`src/rtl/wb_merge_unit.sv`:
```
// Writeback merge unit: per-source FIFOs feeding a round-robin arbiter that drives
// a single valid/ready scoreboard write port, with the grant held stable while stalled.
module wb_merge_unit #(
    parameter int NR_SRC        = 4,
    parameter int DEPTH         = 2,
    parameter int XLEN          = 32,
    parameter int TRANS_ID_BITS = 3
) (
    input  logic                            clk_i,
    input  logic                            rst_i,
    input  logic                            flush_i,
    input  logic [NR_SRC-1:0]               src_valid_i,
    input  logic [NR_SRC*TRANS_ID_BITS-1:0] src_trans_id_i,
    input  logic [NR_SRC*XLEN-1:0]          src_result_i,
    input  logic [NR_SRC-1:0]               src_ex_valid_i,
    input  logic [NR_SRC*XLEN-1:0]          src_ex_cause_i,
    output logic [NR_SRC-1:0]               src_almost_full_o,
    output logic [NR_SRC-1:0]               src_overflow_o,
    output logic                            wb_valid_o,
    input  logic                            wb_ready_i,
    output logic [TRANS_ID_BITS-1:0]        wb_trans_id_o,
    output logic [XLEN-1:0]                 wb_result_o,
    output logic                            wb_ex_valid_o,
    output logic [XLEN-1:0]                 wb_ex_cause_o
);

    localparam int PTR_W = (DEPTH > 1) ? $clog2(DEPTH) : 1;
    localparam int CNT_W = PTR_W + 1;
    localparam int IDX_W = (NR_SRC > 1) ? $clog2(NR_SRC) : 1;

    typedef struct packed {
        logic [TRANS_ID_BITS-1:0] trans_id;
        logic [XLEN-1:0]          result;
        logic                     ex_valid;
        logic [XLEN-1:0]          ex_cause;
    } entry_t;

    entry_t            mem_q    [NR_SRC][DEPTH];
    logic [PTR_W-1:0]  wr_ptr_q [NR_SRC];
    logic [PTR_W-1:0]  rd_ptr_q [NR_SRC];
    logic [CNT_W-1:0]  cnt_q    [NR_SRC];

    entry_t            src_entry [NR_SRC];
    entry_t            head      [NR_SRC];
    entry_t            sel;

    logic [NR_SRC-1:0] empty;
    logic [NR_SRC-1:0] full;
    logic [NR_SRC-1:0] push;
    logic [NR_SRC-1:0] pop;
    logic [NR_SRC-1:0] drop;
    logic [NR_SRC-1:0] overflow_q;

    logic [IDX_W-1:0]  rr_ptr_q;
    logic [IDX_W-1:0]  lock_grant_q;
    logic              lock_q;
    logic [IDX_W-1:0]  rr_grant;
    logic [IDX_W-1:0]  cand;
    logic              found;
    logic [IDX_W-1:0]  grant;
    logic              transfer;

    always_comb begin
        for (int k = 0; k < NR_SRC; k++) begin
            src_entry[k].trans_id = src_trans_id_i[k*TRANS_ID_BITS +: TRANS_ID_BITS];
            src_entry[k].result   = src_result_i[k*XLEN +: XLEN];
            src_entry[k].ex_valid = src_ex_valid_i[k];
            src_entry[k].ex_cause = src_ex_cause_i[k*XLEN +: XLEN];
            head[k]               = mem_q[k][rd_ptr_q[k]];
            empty[k]              = (cnt_q[k] == '0);
            full[k]               = (cnt_q[k] == CNT_W'(DEPTH));
            src_almost_full_o[k]  = (cnt_q[k] >= CNT_W'(DEPTH - 1));
        end
    end

    // Round-robin scan starts just after the last source that transferred.
    always_comb begin
        rr_grant = '0;
        cand     = '0;
        found    = 1'b0;
        for (int i = 1; i <= NR_SRC; i++) begin
            cand = IDX_W'((int'(rr_ptr_q) + i) % NR_SRC);
            if (!found && !empty[cand]) begin
                rr_grant = cand;
                found    = 1'b1;
            end
        end
    end

    assign grant      = lock_q ? lock_grant_q : rr_grant;
    assign wb_valid_o = (|(~empty)) & ~flush_i;
    assign transfer   = wb_valid_o & wb_ready_i;
    assign sel        = head[grant];

    assign wb_trans_id_o  = sel.trans_id;
    assign wb_result_o    = sel.result;
    assign wb_ex_valid_o  = sel.ex_valid;
    assign wb_ex_cause_o  = sel.ex_cause;
    assign src_overflow_o = overflow_q;

    // A full FIFO may still accept a push when its head leaves in the same cycle.
    always_comb begin
        for (int k = 0; k < NR_SRC; k++) begin
            pop[k]  = transfer && (grant == IDX_W'(k));
            push[k] = src_valid_i[k] && !flush_i && (!full[k] || pop[k]);
            drop[k] = src_valid_i[k] && !flush_i && full[k] && !pop[k];
        end
    end

    always_ff @(posedge clk_i) begin
        if (rst_i || flush_i) begin
            for (int k = 0; k < NR_SRC; k++) begin
                wr_ptr_q[k] <= '0;
                rd_ptr_q[k] <= '0;
                cnt_q[k]    <= '0;
            end
        end else begin
            for (int k = 0; k < NR_SRC; k++) begin
                if (push[k]) wr_ptr_q[k] <= wr_ptr_q[k] + PTR_W'(1);
                if (pop[k])  rd_ptr_q[k] <= rd_ptr_q[k] + PTR_W'(1);
                case ({push[k], pop[k]})
                    2'b10:   cnt_q[k] <= cnt_q[k] + CNT_W'(1);
                    2'b01:   cnt_q[k] <= cnt_q[k] - CNT_W'(1);
                    default: cnt_q[k] <= cnt_q[k];
                endcase
            end
        end
    end

    always_ff @(posedge clk_i) begin
        for (int k = 0; k < NR_SRC; k++) begin
            if (!rst_i && push[k]) mem_q[k][wr_ptr_q[k]] <= src_entry[k];
        end
    end

    // The lock freezes the grant while the scoreboard stalls a presented entry.
    always_ff @(posedge clk_i) begin
        if (rst_i) begin
            rr_ptr_q     <= IDX_W'(NR_SRC - 1);
            lock_q       <= 1'b0;
            lock_grant_q <= '0;
            overflow_q   <= '0;
        end else begin
            overflow_q <= overflow_q | drop;
            if (flush_i) begin
                lock_q <= 1'b0;
            end else if (transfer) begin
                rr_ptr_q <= grant;
                lock_q   <= 1'b0;
            end else if (wb_valid_o) begin
                lock_q       <= 1'b1;
                lock_grant_q <= grant;
            end
        end
    end

endmodule

```
`config.mk`:
```
export PLATFORM = sky130hd
export DESIGN_NAME = wb_merge_unit
export DESIGN_NICKNAME = d
export VERILOG_FILES = /design/src/rtl/wb_merge_unit.sv
export SDC_FILE = /design/constraint.sdc
export NUM_CORES = 1
export LEC_CHECK = 0
export BUFFER_PORTS_ARGS = -buffer_cell sky130_fd_sc_hd__buf_4
export CAP_MARGIN = 10
export CORE_MARGIN = 3
export CORE_UTILIZATION = 28
export CTS_BUF_LIST = sky130_fd_sc_hd__clkbuf_2
export DETAILED_ROUTE_END_ITERATION = 7
export RECOVER_POWER = 100
export SLEW_MARGIN = 10
export SYNTH_ARGS = -nofsm -noshare
export SYNTH_HDL_FRONTEND = slang
export SYNTH_SLANG_ARGS = --single-unit
```
`constraint.sdc`:
```
create_clock -name clk_i -period 16 [get_ports clk_i]
set_input_delay 4 -clock clk_i [delete_from_list [all_inputs] [get_ports clk_i]]
set_output_delay 4 -clock clk_i [all_outputs]
set_load 0.02 [all_outputs]
```
# Word level (Yosys, flattened, before mapping)
# Memories as Yosys holds them, arrays and structs flattened.
# Cells that the tools add are included.
[word_totals]
regBits = 9
latch_bits = 0
mem_bits_rw = 560
romBits = 0
inputBits = 280
output_inout_bits = 77
n_memories = 4
[memory_table]
columns = ["memory", "depth", "word_bits", "read_ports", "rd_clocked_by_memory_dff", "wr", "line", "text"]
rows = [
  ["mem_q", 4, 136, 4, 0, 4, "38", "entry_t mem_q [NR_SRC][DEPTH];"],
  ["cnt_q", 4, 2, 4, 0, 4, "41", "logic [CNT_W-1:0] cnt_q [NR_SRC];"],
  ["rd_ptr_q", 4, 1, 4, 0, 4, "40", "logic [PTR_W-1:0] rd_ptr_q [NR_SRC];"],
  ["wr_ptr_q", 4, 1, 4, 0, 4, "39", "logic [PTR_W-1:0] wr_ptr_q [NR_SRC];"],
]
[op_classes]
addsub = 20
mul = 0
div = 0
n_lt_le_gt_ge = 21
eq_ne = 15
shifts = 0
muxes = 129
n_bitwise = 35
reduce_logical = 64
[ops]
columns = ["op", "n"]
rows = [
  ["$mux W68", 18],
  ["$mux W136", 4],
  ["$demux W68 S1", 4],
  ["$bmux W68 S2", 1],
  ["$mux W1", 81],
  ["$mux W2", 17],
  ["$logic_and A1 B1 Y1", 31],
  ["$eq A2 B2 Y1 const B", 10],
  ["$or A1 B1 Y1", 20],
  ["$ge A2 B2 Y1 const B", 8],
  ["$not A1 Y2", 8],
  ["$logic_not A1 Y1", 15],
  ["$add A2 B1 Y2 const B", 6],
  ["$lt A2 B3 Y1 const B", 4],
  ["$eq A2 B1 Y1 const B", 5],
  ["$logic_not A2 Y1", 5],
  ["$add A1 B1 Y1 const B", 8],
  ["$bmux W1 S2", 4],
  ["$ge A2 B1 Y1 const B", 4],
  ["$lt A2 B1 Y1 const B", 4],
  ["$reduce_or A2 Y1", 4],
  ["$sub A2 B1 Y2 const B", 4],
  ["$logic_or A1 B1 Y1", 5],
  ["$add A2 B2 Y2 const B", 2],
  ["10 further kinds", 12],
]

# Depth between registers and ports, before layout
# Gate-level depths: netlist of run 1.
[logic_depth]
depth_word = 24
mapped_depth = 14
ltp_nobuf = 12

# Least setup slack after synthesis of run 1
# Ideal clock, no wire load.
[synth_timing]
kind = "input port to flip-flop"
from = "input port flush_i"
to = "memory mem_q[3][0] (netlist bit), enable pin"
setup_ns = 0.685
t_arrival_ns = 12.045
slack_ns = 3.269
cell_stages = 5
n_path_buf = 1
cell_sequence = "nor2b_1 > and2_1 > clkbuf_1 > a31oi_2 > nor4b_1"
[synth_rtl]
columns = ["item", "line", "text"]
rows = [
  ["start, declared", "11", "input logic flush_i,"],
  ["end, declared", "38", ""],
]

==> results_dict.tcl, run 1 <==
set metrics [dict create \
    status "finished, violations left" \
    failed_checks "capacitance limit, slew limit" \
    cts_tree "done" \
    cts_buffer_depth 3 \
    drt_pass1_iterations 5 \
    postCtsSetupRepairBufs 0 \
    grt.met3_usage_pct 5.62 \
    ys_seq_elements 569 \
    grt-ovfl-total 0 \
    syn_avg_cell_area_um2 18.4 \
    async_reset_ff_share_pct 0 \
    rsz0062_at_grt "no" \
    fin_cells 2915 \
    startpoint "cnt_q[2][1]" \
    timing.fmax_mhz 81.5 \
    grt_start_max_net_pins 46 \
    relSlewSlack_pct -199 \
    synth_ff_type "edfxtp_1" \
    finalHoldViolCount 0 \
    synth_area_leaders "edfxtp_1 (72%), mux2i_1 (18%), mux2_2 (2.5%)" \
    critPathArrivalTime_ps 8270 \
    wl_per_cell_um 22.6 \
    vias 13304 \
    cts_buffers 156 \
    skew_ps 83.7 \
    gp_congestion 0.814 \
    final_cell_mix "edfxtp_1 (560), mux2i_1 (413), clkbuf_2 (216)" \
    timing.final.crit_share_pct 76.7 \
    synth_edf_count 560 \
    cp-end-kind "output pin" \
    die_x_um 294 \
    final_common_cell "edfxtp_1" \
    required_ps 12000 \
    setup_violations 0 \
    cts_root_buf "clkbuf_2" \
    cts-htree-levels 4 \
    nets 2038 \
    max_cap_violations 20 \
    rows 104 \
    fin_tns_setup_ps 0 \
    clk_pin_slew_ps 110 \
    period_needed_ps 12270 \
    synthToLayoutAreaGrowth_pct 19.9 \
    drive_above_1_share_pct 26.0 \
    busiest_layer "met2" \
    crit_type "reg -> out" \
    final_max_slew_viol_count 731 \
    port_buffers 356 \
    gr-usage-met1_pct 18.0 \
    first_global_vias 14649 \
    rr_startpoint "cnt_q[2][1]" \
    synth_top_area_share_pct 72.5 \
    cp-start-kind "flip-flop" \
    ir_worst_vdd_v 0.0000640 \
    drt-vias-per-instance 4.56 \
    power_leakage_nw 9.79 \
    synth_area_um2 23200 \
    ys_warn_count 0 \
    grtUsageTotal_pct 15.2 \
    antenna_found_initial 17 \
    post_cts_resized 0 \
    hold_buffers 0 \
    clock_latency_ps 1240 \
    ys_seq_area_share_pct 73.2 \
    synthesis.nets 1559 \
    worstMarginPinSlew_ps 4490 \
    clock_sinks 569 \
    fin_util_pct 34.2 \
    ant_nets 0 \
    synth_cell_types 50 \
    drt_wl_total_um 65900 \
    grt_pass1_wl_um 94700 \
    synth_top_area_cell "edfxtp_1" \
    min_path_type "reg -> reg" \
    ios 357 \
    grtUsageMet2_pct 25.2 \
    power.density_nw_per_um2 125 \
    core-area_um2 81300 \
    worstPathMaxFanout 43 \
    min_from "src_overflow_o[0]" \
    fp.dieArea_um2 86400 \
    synthCells 1262 \
    die_y_um 294 \
    drc 0 \
    place_hpwl_um 40600 \
    placed_cells 2643 \
    start_util_pct 28.5 \
    drt_iter0_drc 776 \
]
==> state kept, by name (all words and copies together) (netlist names) <==
signal and count:
lock_q 1, cnt_q 8, rr_ptr_q 2, wr_ptr_q 4, src_overflow_o 4, mem_q 544, lock_grant_q 2, rd_ptr_q 4
==> final cells by class <==
| class | instances | area (um2) |
|---|---|---|
| fill | 8012 | 53500 |
| timing repair buffer | 384 | 2170 |
| multi-input combinational | 612 | 5820 |
| antenna | 8 | 20.0 |
| inverter | 18 | 67.6 |
| tap | 1060 | 1330 |
| clock inverter | 48 | 343 |
| sequential | 569 | 17000 |
| clock buffer | 216 | 1080 |
==> worst paths after layout <==
| kind | end | slack [ps] | depth (start not counted) |
|---|---|---|---|
| min | src_overflow_o[0] | 490 | 1 |
| min reg2reg | src_overflow_o[0] | 490 | 1 |
| max | wb_ex_cause_o[26] | 3730 | 10 |
| max reg2reg | mem_q[3][117] | 5510 | 10 |
==> cells in the mapped netlist, types with 2 or more instances <==
library cell and count:
mux2_2 51, o21ai_1 2, nor4bb_1 3, and4b_1 2, nor4_1 5, or2_1 4
inv_1 18, buf_4 5, ha_1 17, nor2b_1 4, buf_8 3, a22o_1 2
clkbuf_1 34, o2bb2ai_1 2, o21ai_0 4, buf_1 3, dfxtp_1 9, nor4b_1 2
mux2_1 19, mux2i_1 413, buf_2 17, edfxtp_1 560, nor2_1 17, nand2b_1 4
nor3b_1 3, nand3_1 6, nand4_1 2, nand2_1 17, and2_1 2, nor3_1 10
xnor2_1 3
==> routing by layer <==
layer | wire, um | up-vias
li1 | - | 6007
met1 | 27000 | 6659
met2 | 32200 | 477
met3 | 5070 | 143
met4 | 1570 | 18
met5 | 126 | -
==> cell families (layout without fill, tap and decap cells) <==
kind of cell             count (synthesis)  count (layout)  share of synthesized area [%]
AND/OR/NAND/NOR                         88              88                           2.10
buffers and inverters                   81             666                           1.70
AO/OA/AOI/OAI                           21              21                          0.728
adder cells (fa/ha/maj)                 17              17                          0.916
flip-flops                             569             569                           73.2
XOR/XNOR                                 3               3                          0.113
multiplexers                           483             483                           21.2
other                                    0               8                              0
==> critical path: stages (launching register included) <==
cell and delay, ps:
edfxtp_1 410, inv_1 100, ha_1 300, and4b_1 250, or4_4 540, o311ai_2 390
and2_0 3260, buf_4 1030, mux2i_1 230, mux2_2 340, buf_4 170
==> power by group <==
part / internal (W) / total (W) / switching, W
sequential: 0.00169 / 0.00170 / 0.0000143
clock: 0.000446 / 0.00104 / 0.000598
combinational: 0.000294 / 0.000730 / 0.000436
==> per-stage QoR <==
step	instance area [um2]	setup slack (ps)	hold WS, ps	total power [W]
detailed placement	27200	7470	477	0.00252
floorplan	23200	3270	462	0.00221
CTS	28600	6130	491	0.00359
global placement	27200	7510	462	0.00251
finish	27800	3730	492	0.00347
global route	27800	3010	502	0.00367
No activity file was read; power rests on OpenSTA's default activity.
==> inputs of run 2 (changes only) <==
--- a/config.mk
+++ b/config.mk
@@ -5,6 +5,7 @@
 export SDC_FILE = /design/constraint.sdc
 export NUM_CORES = 1
 export LEC_CHECK = 0
+export ABC_AREA = 1
 export BUFFER_PORTS_ARGS = -buffer_cell sky130_fd_sc_hd__buf_4
 export CAP_MARGIN = 10
 export CORE_MARGIN = 3
==> constraint.sdc (replaced) <==
create_clock -name clk_i -period 11 [get_ports clk_i]
set_input_delay 2.75 -clock clk_i [delete_from_list [all_inputs] [get_ports clk_i]]
set_output_delay 2.75 -clock clk_i [all_outputs]
set_load 0.02 [all_outputs]
==> results_dict.tcl, run 2 <==
set metrics [dict create \
    clock_latency_ps 1270 \
    grt-ovfl-total 0 \
    pre_cts_ws_ps 3580 \
    async_reset_ff_share_pct 0 \
    fin_tns_setup_ps 0 \
    synth-compound-area-share_pct 5.70 \
    path_cells "inv_1 > nand2_1 > nand2_1 > nand2_1 > nand2_1 > nand2_1 > nor2_1 > nor2_2 > nand2_1 > nand2_4 > buf_4 > inv_1 > nand2_4 > buf_4 > a21oi_1 > nor2_1 > nand2_1 > clkbuf_1" \
    synth-adder-area-share_pct 0.916 \
    ir_worst_vdd_v 0.000139 \
    clk_pin_slew_ps 80 \
    cts_buffer_depth 3 \
    final_cell_mix "edfxtp_1 (560), nand2_1 (536), clkbuf_1 (229)" \
    synth_area_um2 23200 \
    drt-met1-wl_um 27800 \
    synth_edf_count 560 \
    drc 0 \
    ys_warn_count 0 \
    synth_top_area_cell "edfxtp_1" \
    finalHoldViolCount 0 \
    post_cts_resized 0 \
    synth_area_leaders "edfxtp_1 (72%), nand2_1 (8.6%), mux2_2 (3.3%)" \
    cts_root_buf "clkbuf_2" \
    status "finished, violations left" \
    antenna_found_initial 31 \
    crit_type "reg -> out" \
    muxShareOfSynthArea_pct 6.23 \
    max_cap_violations 11 \
    port_buffers 356 \
    grt_start_max_net_pins 92 \
    drt_wl_total_um 69000 \
    timing.fmax_mhz 112 \
    grt_pass1_wl_um 99500 \
    die_x_um 294 \
    synth_cell_types 32 \
    postCtsSetupRepairBufs 0 \
    period_needed_ps 8900 \
    synthesis.nets 2052 \
    yosys-top-cells-count "edfxtp_1 (560), nand2_1 (533), a21oi_1 (106)" \
    hold_buffers 0 \
    cp-end-kind "output pin" \
    worst_slack_ps 2100 \
    drive_above_1_share_pct 21.9 \
    fillerInstances 8139 \
    critPathArrivalTime_ps 6150 \
    cts_tree "done" \
    syn_avg_cell_area_um2 13.2 \
    synthToLayoutAreaGrowth_pct 18.7 \
    wl_per_cell_um 20.3 \
    cp-start-kind "flip-flop" \
    wl_met3_um 5100 \
    place_hpwl_um 44400 \
    worstMarginPinSlew_ps 4990 \
    skew_ps 113 \
    synth_xor_area_share_pct 0 \
    start_util_pct 28.6 \
    power_leakage_nw 9.84 \
    clock_sinks 569 \
    dr_wl_met2_um 33800 \
    first_global_vias 15809 \
    gp_congestion 0.860 \
    cp_slowest_cell "buf_4" \
    drt_iter0_drc 1026 \
    fp.dieArea_um2 86400 \
    ant_nets 0 \
    synth_top_area_share_pct 72.4 \
    die_y_um 294 \
    synth_top_family_by_area "simple AND/OR/NAND/NOR gates" \
    crit_top_cell "nand2_1" \
    cts-htree-levels 4 \
    min_path_type "reg -> reg" \
    relSlewSlack_pct -233 \
    largest_reg_flops 544 \
    ys_seq_area_share_pct 73.2 \
    worstPathMaxFanout 91 \
    yosysMostFrequentCell "edfxtp_1" \
    core-area_um2 81300 \
    rsz0062_at_grt "no" \
    power.density_nw_per_um2 189 \
    final_common_cell "edfxtp_1" \
    rows 104 \
    vias 15359 \
    grtUsageTotal_pct 15.7 \
    cts_buffers 154 \
    timing.final.crit_share_pct 80.9 \
    synthCells 1755 \
    synth-simple-area-share_pct 11.4 \
    required_ps 8250 \
    setup_violations 0 \
    ys_seq_elements 569 \
    synth_ff_type "edfxtp_1" \
    drt-vias-per-instance 4.53 \
    ios 357 \
    drt_pass1_iterations 5 \
    final_max_slew_viol_count 558 \
    nets 2497 \
    highest_layer "met5" \
    failed_checks "capacitance limit, slew limit" \
    crit_path_max_incr_delay_ps 810 \
]
[run 2: area by class of cell]
type	count	area, um2	area share (%)
Clock buffer	217	1090	3.94
Inverter	41	160	0.581
Sequential cell	569	17000	61.7
Antenna cell	22	55.1	0.200
Timing Repair Buffer	375	1950	7.07
Multi-Input combinational cell	1059	5660	20.5
Clock inverter	48	330	1.20
Tap cell	1060	1330	4.81
[run 2: cells by family after synthesis]
logic type | after synthesis
AND/OR/NAND/NOR | 677
AO/OA/AOI/OAI | 229
flip-flops | 569
adder cells (fa/ha/maj) | 17
buffers and inverters | 127
multiplexers | 136
[run 2: power by group]
part           switching, W  internal [W]  leakage (nW)
sequential        0.0000177       0.00245          5.19
clock              0.000874      0.000629          1.04
combinational      0.000929      0.000321          3.61
total               0.00182       0.00340          9.84
[run 2: critical path: cells and delay by family, from the launching register on]
| family | cells | cell delay (ps) |
|---|---|---|
| buffers and inverters | 5 | 2360 |
| flip-flops | 1 | 640 |
| AO/OA/AOI/OAI | 1 | 90 |
| AND/OR/NAND/NOR | 12 | 1660 |
[run 2: path summary, 6_finish.rpt]
| kind | from | endpoint | slack, ps | depth (start not counted) |
|---|---|---|---|---|
| hold reg to reg | src_overflow_o[0] | src_overflow_o[0] | 450 | 2 |
| setup / recovery | rr_ptr_q[0] | wb_result_o[8] | 2100 | 18 |
| hold / removal | src_overflow_o[0] | src_overflow_o[0] | 450 | 2 |
| setup reg to reg | rr_ptr_q[0] | mem_q[1][44] | 2640 | 14 |
[run 2: layer usage]
layer  track usage, %  vias up
li1                 -     7221
met1             18.7     7397
met2             25.9      543
met3             5.26      178
met4             6.83       20
met5                0        -
[run 2: stage by stage]
step           util [%]  instances  power, W  hold slack (ps)  cell area [um2]
2_1_floorplan         -       1755   0.00332              467            23200
3_3_place_gp       33.2       3104   0.00393              440            27000
3_5_place_dp       33.2       3104   0.00394              449            27000
4_1_cts            34.9       3369   0.00547              460            28400
5_1_grt            33.9       3379   0.00553              473            27500
6_report           33.9       3391   0.00522              455            27600
